<file path="src/rtl/fetch_pkg.sv">
// Shared types and constants for the instruction-fetch front end.
package fetch_pkg;

  localparam int unsigned PC_WIDTH    = 32;
  localparam int unsigned INSTR_BITS  = 32;

  localparam logic [PC_WIDTH-1:0]   RESET_VECTOR = 32'hBFC00000;
  localparam logic [INSTR_BITS-1:0] NOP_INSTR    = 32'h00000013;

  // One buffered fetch: the instruction and the PC it was read from.
  typedef struct packed {
    logic [PC_WIDTH-1:0]   pc;
    logic [INSTR_BITS-1:0] instr;
  } fetch_entry_t;

  // Queue occupancy; the encoding doubles as the entry count.
  typedef enum logic [1:0] {
    Q_EMPTY = 2'd0,
    Q_ONE   = 2'd1,
    Q_FULL  = 2'd2
  } qstate_e;

endpackage

</file>
<file path="src/rtl/fetch_queue.sv">
// Two-entry FIFO of fetch entries with push/pop and a dominant flush.
module fetch_queue
  import fetch_pkg::*;
(
  input  logic         clk,
  input  logic         rst,
  input  logic         flush_i,
  input  logic         push_i,
  input  logic         pop_i,
  input  fetch_entry_t wdata_i,
  output fetch_entry_t head_o,
  output logic         valid_o,
  output logic [1:0]   count_o
);

  qstate_e      state_q, state_d;
  logic         wr_ptr_q, wr_ptr_d;
  logic         rd_ptr_q, rd_ptr_d;
  fetch_entry_t mem_q [2];
  fetch_entry_t mem_d [2];
  logic         do_push;
  logic         do_pop;

  // State, pointer and storage registers.
  always_ff @(posedge clk or posedge rst) begin
    if (rst) begin
      state_q  <= Q_EMPTY;
      wr_ptr_q <= 1'b0;
      rd_ptr_q <= 1'b0;
      for (int unsigned i = 0; i < 2; i++) begin
        mem_q[i] <= '0;
      end
    end else begin
      state_q  <= state_d;
      wr_ptr_q <= wr_ptr_d;
      rd_ptr_q <= rd_ptr_d;
      mem_q    <= mem_d;
    end
  end

  // Next occupancy, pointers and storage; flush empties without writing.
  always_comb begin
    do_pop   = pop_i && (state_q != Q_EMPTY);
    do_push  = push_i && ((state_q != Q_FULL) || do_pop);
    state_d  = state_q;
    wr_ptr_d = wr_ptr_q;
    rd_ptr_d = rd_ptr_q;
    mem_d    = mem_q;
    if (flush_i) begin
      state_d  = Q_EMPTY;
      wr_ptr_d = 1'b0;
      rd_ptr_d = 1'b0;
    end else begin
      if (do_push) begin
        mem_d[wr_ptr_q] = wdata_i;
      end
      wr_ptr_d = wr_ptr_q ^ do_push;
      rd_ptr_d = rd_ptr_q ^ do_pop;
      unique case (state_q)
        Q_EMPTY: if (do_push)            state_d = Q_ONE;
        Q_ONE: begin
          if (do_push && !do_pop)        state_d = Q_FULL;
          else if (do_pop && !do_push)   state_d = Q_EMPTY;
        end
        Q_FULL:  if (do_pop && !do_push) state_d = Q_ONE;
        default:                         state_d = Q_EMPTY;
      endcase
    end
  end

  // Head entry and occupancy flags.
  always_comb begin
    head_o  = mem_q[rd_ptr_q];
    valid_o = (state_q != Q_EMPTY);
    count_o = state_q;
  end

endmodule

</file>
<file path="src/rtl/fetch_unit.sv">
// Instruction-fetch front end: PC register, ROM addressing, 2-entry
// fetch queue toward decode, and redirect handling.
module fetch_unit #(
  parameter int unsigned               ADDRESS_WIDTH = 32,
  parameter int unsigned               INSTR_WIDTH   = 32,
  parameter logic [ADDRESS_WIDTH-1:0]  RESET_VECTOR  = fetch_pkg::RESET_VECTOR,
  parameter int unsigned               DEPTH         = 2
) (
  input  logic                     clk,
  input  logic                     rst,
  input  logic                     redirect_i,
  input  logic [ADDRESS_WIDTH-1:0] redirect_pc_i,
  output logic [ADDRESS_WIDTH-1:0] imem_addr_o,
  input  logic [INSTR_WIDTH-1:0]   imem_instr_i,
  output logic                     valid_o,
  input  logic                     ready_i,
  output logic [INSTR_WIDTH-1:0]   instr_o,
  output logic [ADDRESS_WIDTH-1:0] pc_o,
  output logic [ADDRESS_WIDTH-1:0] pc_plus4_o
);

  import fetch_pkg::*;

  logic [ADDRESS_WIDTH-1:0] pc_q, pc_d;
  logic                     pop;
  logic                     push;
  fetch_entry_t             wr_entry;
  fetch_entry_t             head;
  logic                     q_valid;
  logic [1:0]               q_count;

  fetch_queue u_queue (
    .clk     (clk),
    .rst     (rst),
    .flush_i (redirect_i),
    .push_i  (push),
    .pop_i   (pop),
    .wdata_i (wr_entry),
    .head_o  (head),
    .valid_o (q_valid),
    .count_o (q_count)
  );

  // Program counter register.
  always_ff @(posedge clk or posedge rst) begin
    if (rst) pc_q <= RESET_VECTOR;
    else     pc_q <= pc_d;
  end

  // Handshake, push decision and next PC; redirect wins over fetch.
  always_comb begin
    pop            = q_valid && ready_i;
    push           = !redirect_i && ((32'(q_count) < DEPTH) || pop);
    wr_entry.pc    = pc_q;
    wr_entry.instr = imem_instr_i;
    pc_d           = pc_q;
    if (redirect_i)  pc_d = redirect_pc_i & ~ADDRESS_WIDTH'(3);
    else if (push)   pc_d = pc_q + ADDRESS_WIDTH'(4);
  end

  // Decode-facing outputs; an empty queue shows a NOP at PC 0.
  always_comb begin
    imem_addr_o = pc_q;
    valid_o     = q_valid;
    if (q_valid) begin
      instr_o = head.instr;
      pc_o    = head.pc;
    end else begin
      instr_o = NOP_INSTR;
      pc_o    = '0;
    end
    pc_plus4_o = pc_o + ADDRESS_WIDTH'(4);
  end

endmodule

</file>
<file path="config.mk">
export PLATFORM = sky130hd
export DESIGN_NAME = fetch_unit
export DESIGN_NICKNAME = d
export VERILOG_FILES = /design/src/rtl/fetch_pkg.sv /design/src/rtl/fetch_queue.sv /design/src/rtl/fetch_unit.sv
export SDC_FILE = /design/constraint.sdc
export NUM_CORES = 1
export LEC_CHECK = 0
export CORE_MARGIN = 2
export CORE_UTILIZATION = 40
export DETAILED_ROUTE_END_ITERATION = 10
export PLACE_DENSITY = 0.69
export SYNTH_ARGS = -nofsm -noshare
export SYNTH_HDL_FRONTEND = slang
export SYNTH_SLANG_ARGS = --single-unit
export TNS_END_PERCENT = 30
</file>
<file path="constraint.sdc">
create_clock -name clk -period 5.3 [get_ports clk]
set_input_delay 0.795 -clock clk [delete_from_list [all_inputs] [get_ports clk]]
set_output_delay 0.795 -clock clk [all_outputs]
set_load 0.02 [all_outputs]
</file>
==> flow_summary.json <==
{
  "gp_congestion": 0.825,
  "synth_enable_flop_cells": 0,
  "crit_required_ns": 4.51,
  "root_buffer": "clkbuf_16",
  "fillers": 1839,
  "route.detailed.drc": 0,
  "hold_buffers": 0,
  "finalSetupTns_ns": 0,
  "synth_flop_cell": "dfrtp_1",
  "routedWlPerCell_um": 17.4,
  "period_needed_ns": 4.77,
  "worstSetupEndpointType": "output port",
  "tightest_slew_ns": 1.18,
  "status": "finished clean",
  "grt-ovfl-total": 0,
  "die_width_um": 148,
  "period_share_pct": 89.9,
  "grt_pass1_wl_um": 33300,
  "ys_seq_area_share_pct": 48.0,
  "cts_buffer_depth": 2,
  "post_cts_resized": 0,
  "path_max_fanout": 47,
  "hpwl_um": 13900,
  "slowest_delay_ns": 0.88,
  "async_flop_share_pct": 100,
  "ant_nets": 0,
  "yosysWarningCount": 0,
  "firstDrtPassIters": 4,
  "htree_levels": 4,
  "coreArea_um2": 20200,
  "yosysUniqueCellTypes": 42,
  "antenna_found_initial": 0,
  "antenna-diode-count": 0,
  "num_vias": 6067,
  "drv_cap": 0,
  "yosysMostFrequentCell": "dfrtp_1",
  "port_buffers": 188,
  "final_max_slew_viol_count": 0,
  "row_count": 52,
  "pwr_density_cell_nw_per_um2": 374,
  "setup_viol": 0,
  "nets": 970,
  "syn_area_um2": 8260,
  "syn_area_per_cell_um2": 11.4,
  "clkSinkCount": 158,
  "path_class": "reg2out",
  "grt_use_total_pct": 19.4,
  "utilization_pct": 53.8,
  "cts_tree": "yes",
  "synthCells": 725,
  "rsz0062_at_grt": "false",
  "die_y_um": 148,
  "cts_buffers": 17,
  "drtIter0Drc": 243,
  "fmax_ghz": 0.210,
  "synth.top_cells.by_area": "dfrtp_1 (45%), mux2_2 (17%), mux2i_1 (7.5%)",
  "layout-drive-gt1-share_pct": 22.1,
  "yosysTopAreaCell": "dfrtp_1",
  "design_area_um2": 10900,
  "p_leak_nw": 4.38,
  "instances_no_fill": 1183,
  "ioPinCount": 197,
  "placedCellCount": 1151,
  "timing.hold.ws_ns": 0.504,
  "path_clk_slew_ns": 0.06,
  "cp-start-kind": "flop",
  "min-delay-path-class": "reg2reg",
  "max_slew_margin_pct": 20.8,
  "hold_viol_final": 0,
  "arrival_ns": 3.97,
  "die_area_um2": 21800,
  "ys_ff_latch": 158,
  "synthTopCellsByCount": "dfrtp_1 (149), mux2_2 (126), mux2i_1 (62), nor2_1 (62), nand2_1 (56)",
  "final.setup_skew_ns": 0.0138,
  "placed_area_um2": 10300,
  "yosysTopAreaCellShare_pct": 45.1,
  "vdd_drop_max_mv": 0.203,
  "cts_setup_buffers": 0,
  "routed_wl_um": 20500,
  "grt_pass1_vias": 6207,
  "crit_slowest_cell": "dfrtp_4",
  "area_growth_pct": 31.8,
  "vias_per_cell": 5.13,
  "worstPathCellList": "mux2i_1 -> nor2_1 -> ha_1 -> nor4b_4 -> nand4_2 -> nor4_2 -> xor2_1 -> clkdlybuf4s50_1",
  "start_util_pct": 40.8,
  "grt_max_degree": 88,
  "clock_latency_ns": 0.42
}
## power breakdown
group / leakage [nW] / internal, mW / total (mW) / switching [mW]
combinational: 2.23 / 0.627 / 1.22 / 0.597
clock: 0.271 / 0.667 / 1.18 / 0.517
sequential: 1.88 / 1.47 / 1.67 / 0.201
## layout by cell type, fill, tap and decap left out, types with 5 or more instances in the layout
master / n
mux2i_1: 62
nand3_1: 26
and4_1: 6
conb_1: 6
buf_4: 9
xnor2_1: 15
clkbuf_16: 17
o21ai_0: 32
dfstp_2: 9
and3_1: 6
nand4_1: 18
xor2_1: 44
dfrtp_1: 148
inv_1: 6
nor3_1: 13
inv_6: 7
nand2_1: 55
nor3_2: 5
nor2_1: 62
nor4_1: 8
clkdlybuf4s50_1: 187
mux2_2: 126
## per-layer routing
| layer | up-vias | track usage (%) | wire length (µm) |
|---|---|---|---|
| li1 | 2876 | - | - |
| met1 | 3000 | 26.2 | 9320 |
| met2 | 176 | 31.3 | 9670 |
| met3 | 15 | 4.75 | 1350 |
| met4 | 0 | 5.29 | 197 |
| met5 | - | 0 | 0 |
## critical path, delay by kind of cell (launching register included)
kind	cells	cell delay (ns)
AND/OR/NAND/NOR	4	1.40
flip-flops	1	0.88
buffers and inverters	1	0.62
multiplexers	1	0.22
adder cells (fa/ha/maj)	1	0.22
XOR/XNOR	1	0.20
## layout make-up
type,count,area [µm²],area share (%)
Clock inverter,14,131,1.21
Clock buffer,18,439,4.03
Inverter,7,31.3,0.287
Sequential cell,158,3970,36.4
Multi-Input combinational cell,518,4020,36.9
Tap cell,270,338,3.10
Timing Repair Buffer,198,1960,18.0
## state kept, by name (all words and copies together) (netlist names)
name,count
u_queue.mem_q,124
u_queue.count_o,2
u_queue.wr_ptr_q,1
imem_addr_o,30
u_queue.rd_ptr_q,1
## metrics by stage
step                power (mW)  setup WS, ns
CTS                       4.13         0.537
floorplan                 2.43         0.257
detailed placement        2.92          1.02
global route              4.30         0.270
global placement          2.90          1.02
finish                    4.08         0.534
## logic make-up after synthesis
kind of cell,after synthesis,share of synthesized area [%]
other cells,1,0.0454
flops,158,48.0
simple gates,224,14.4
compound gates,39,2.59
fa+ha+maj,2,0.303
buf+inv,54,3.80
mux,188,24.7
xor+xnor,59,6.25
## path summary, 6_finish.rpt
| check | start | end | slack (ns) | cells after the start |
|---|---|---|---|---|
| min in group asynchronous | rst | u_queue.mem_q[77] | 0.92 | 2 |
| min | u_queue.mem_q[12] | u_queue.mem_q[12] | 0.50 | 1 |
| max in group asynchronous | rst | imem_addr_o[29] | 3.37 | 3 |
| max | u_queue.rd_ptr_q | pc_plus4_o[28] | 0.53 | 8 |
| max reg2reg | imem_addr_o[4] | imem_addr_o[26] | 2.83 | 5 |
| min reg2reg | u_queue.mem_q[12] | u_queue.mem_q[12] | 0.50 | 1 |
No activity file was read; power rests on OpenSTA's default activity.
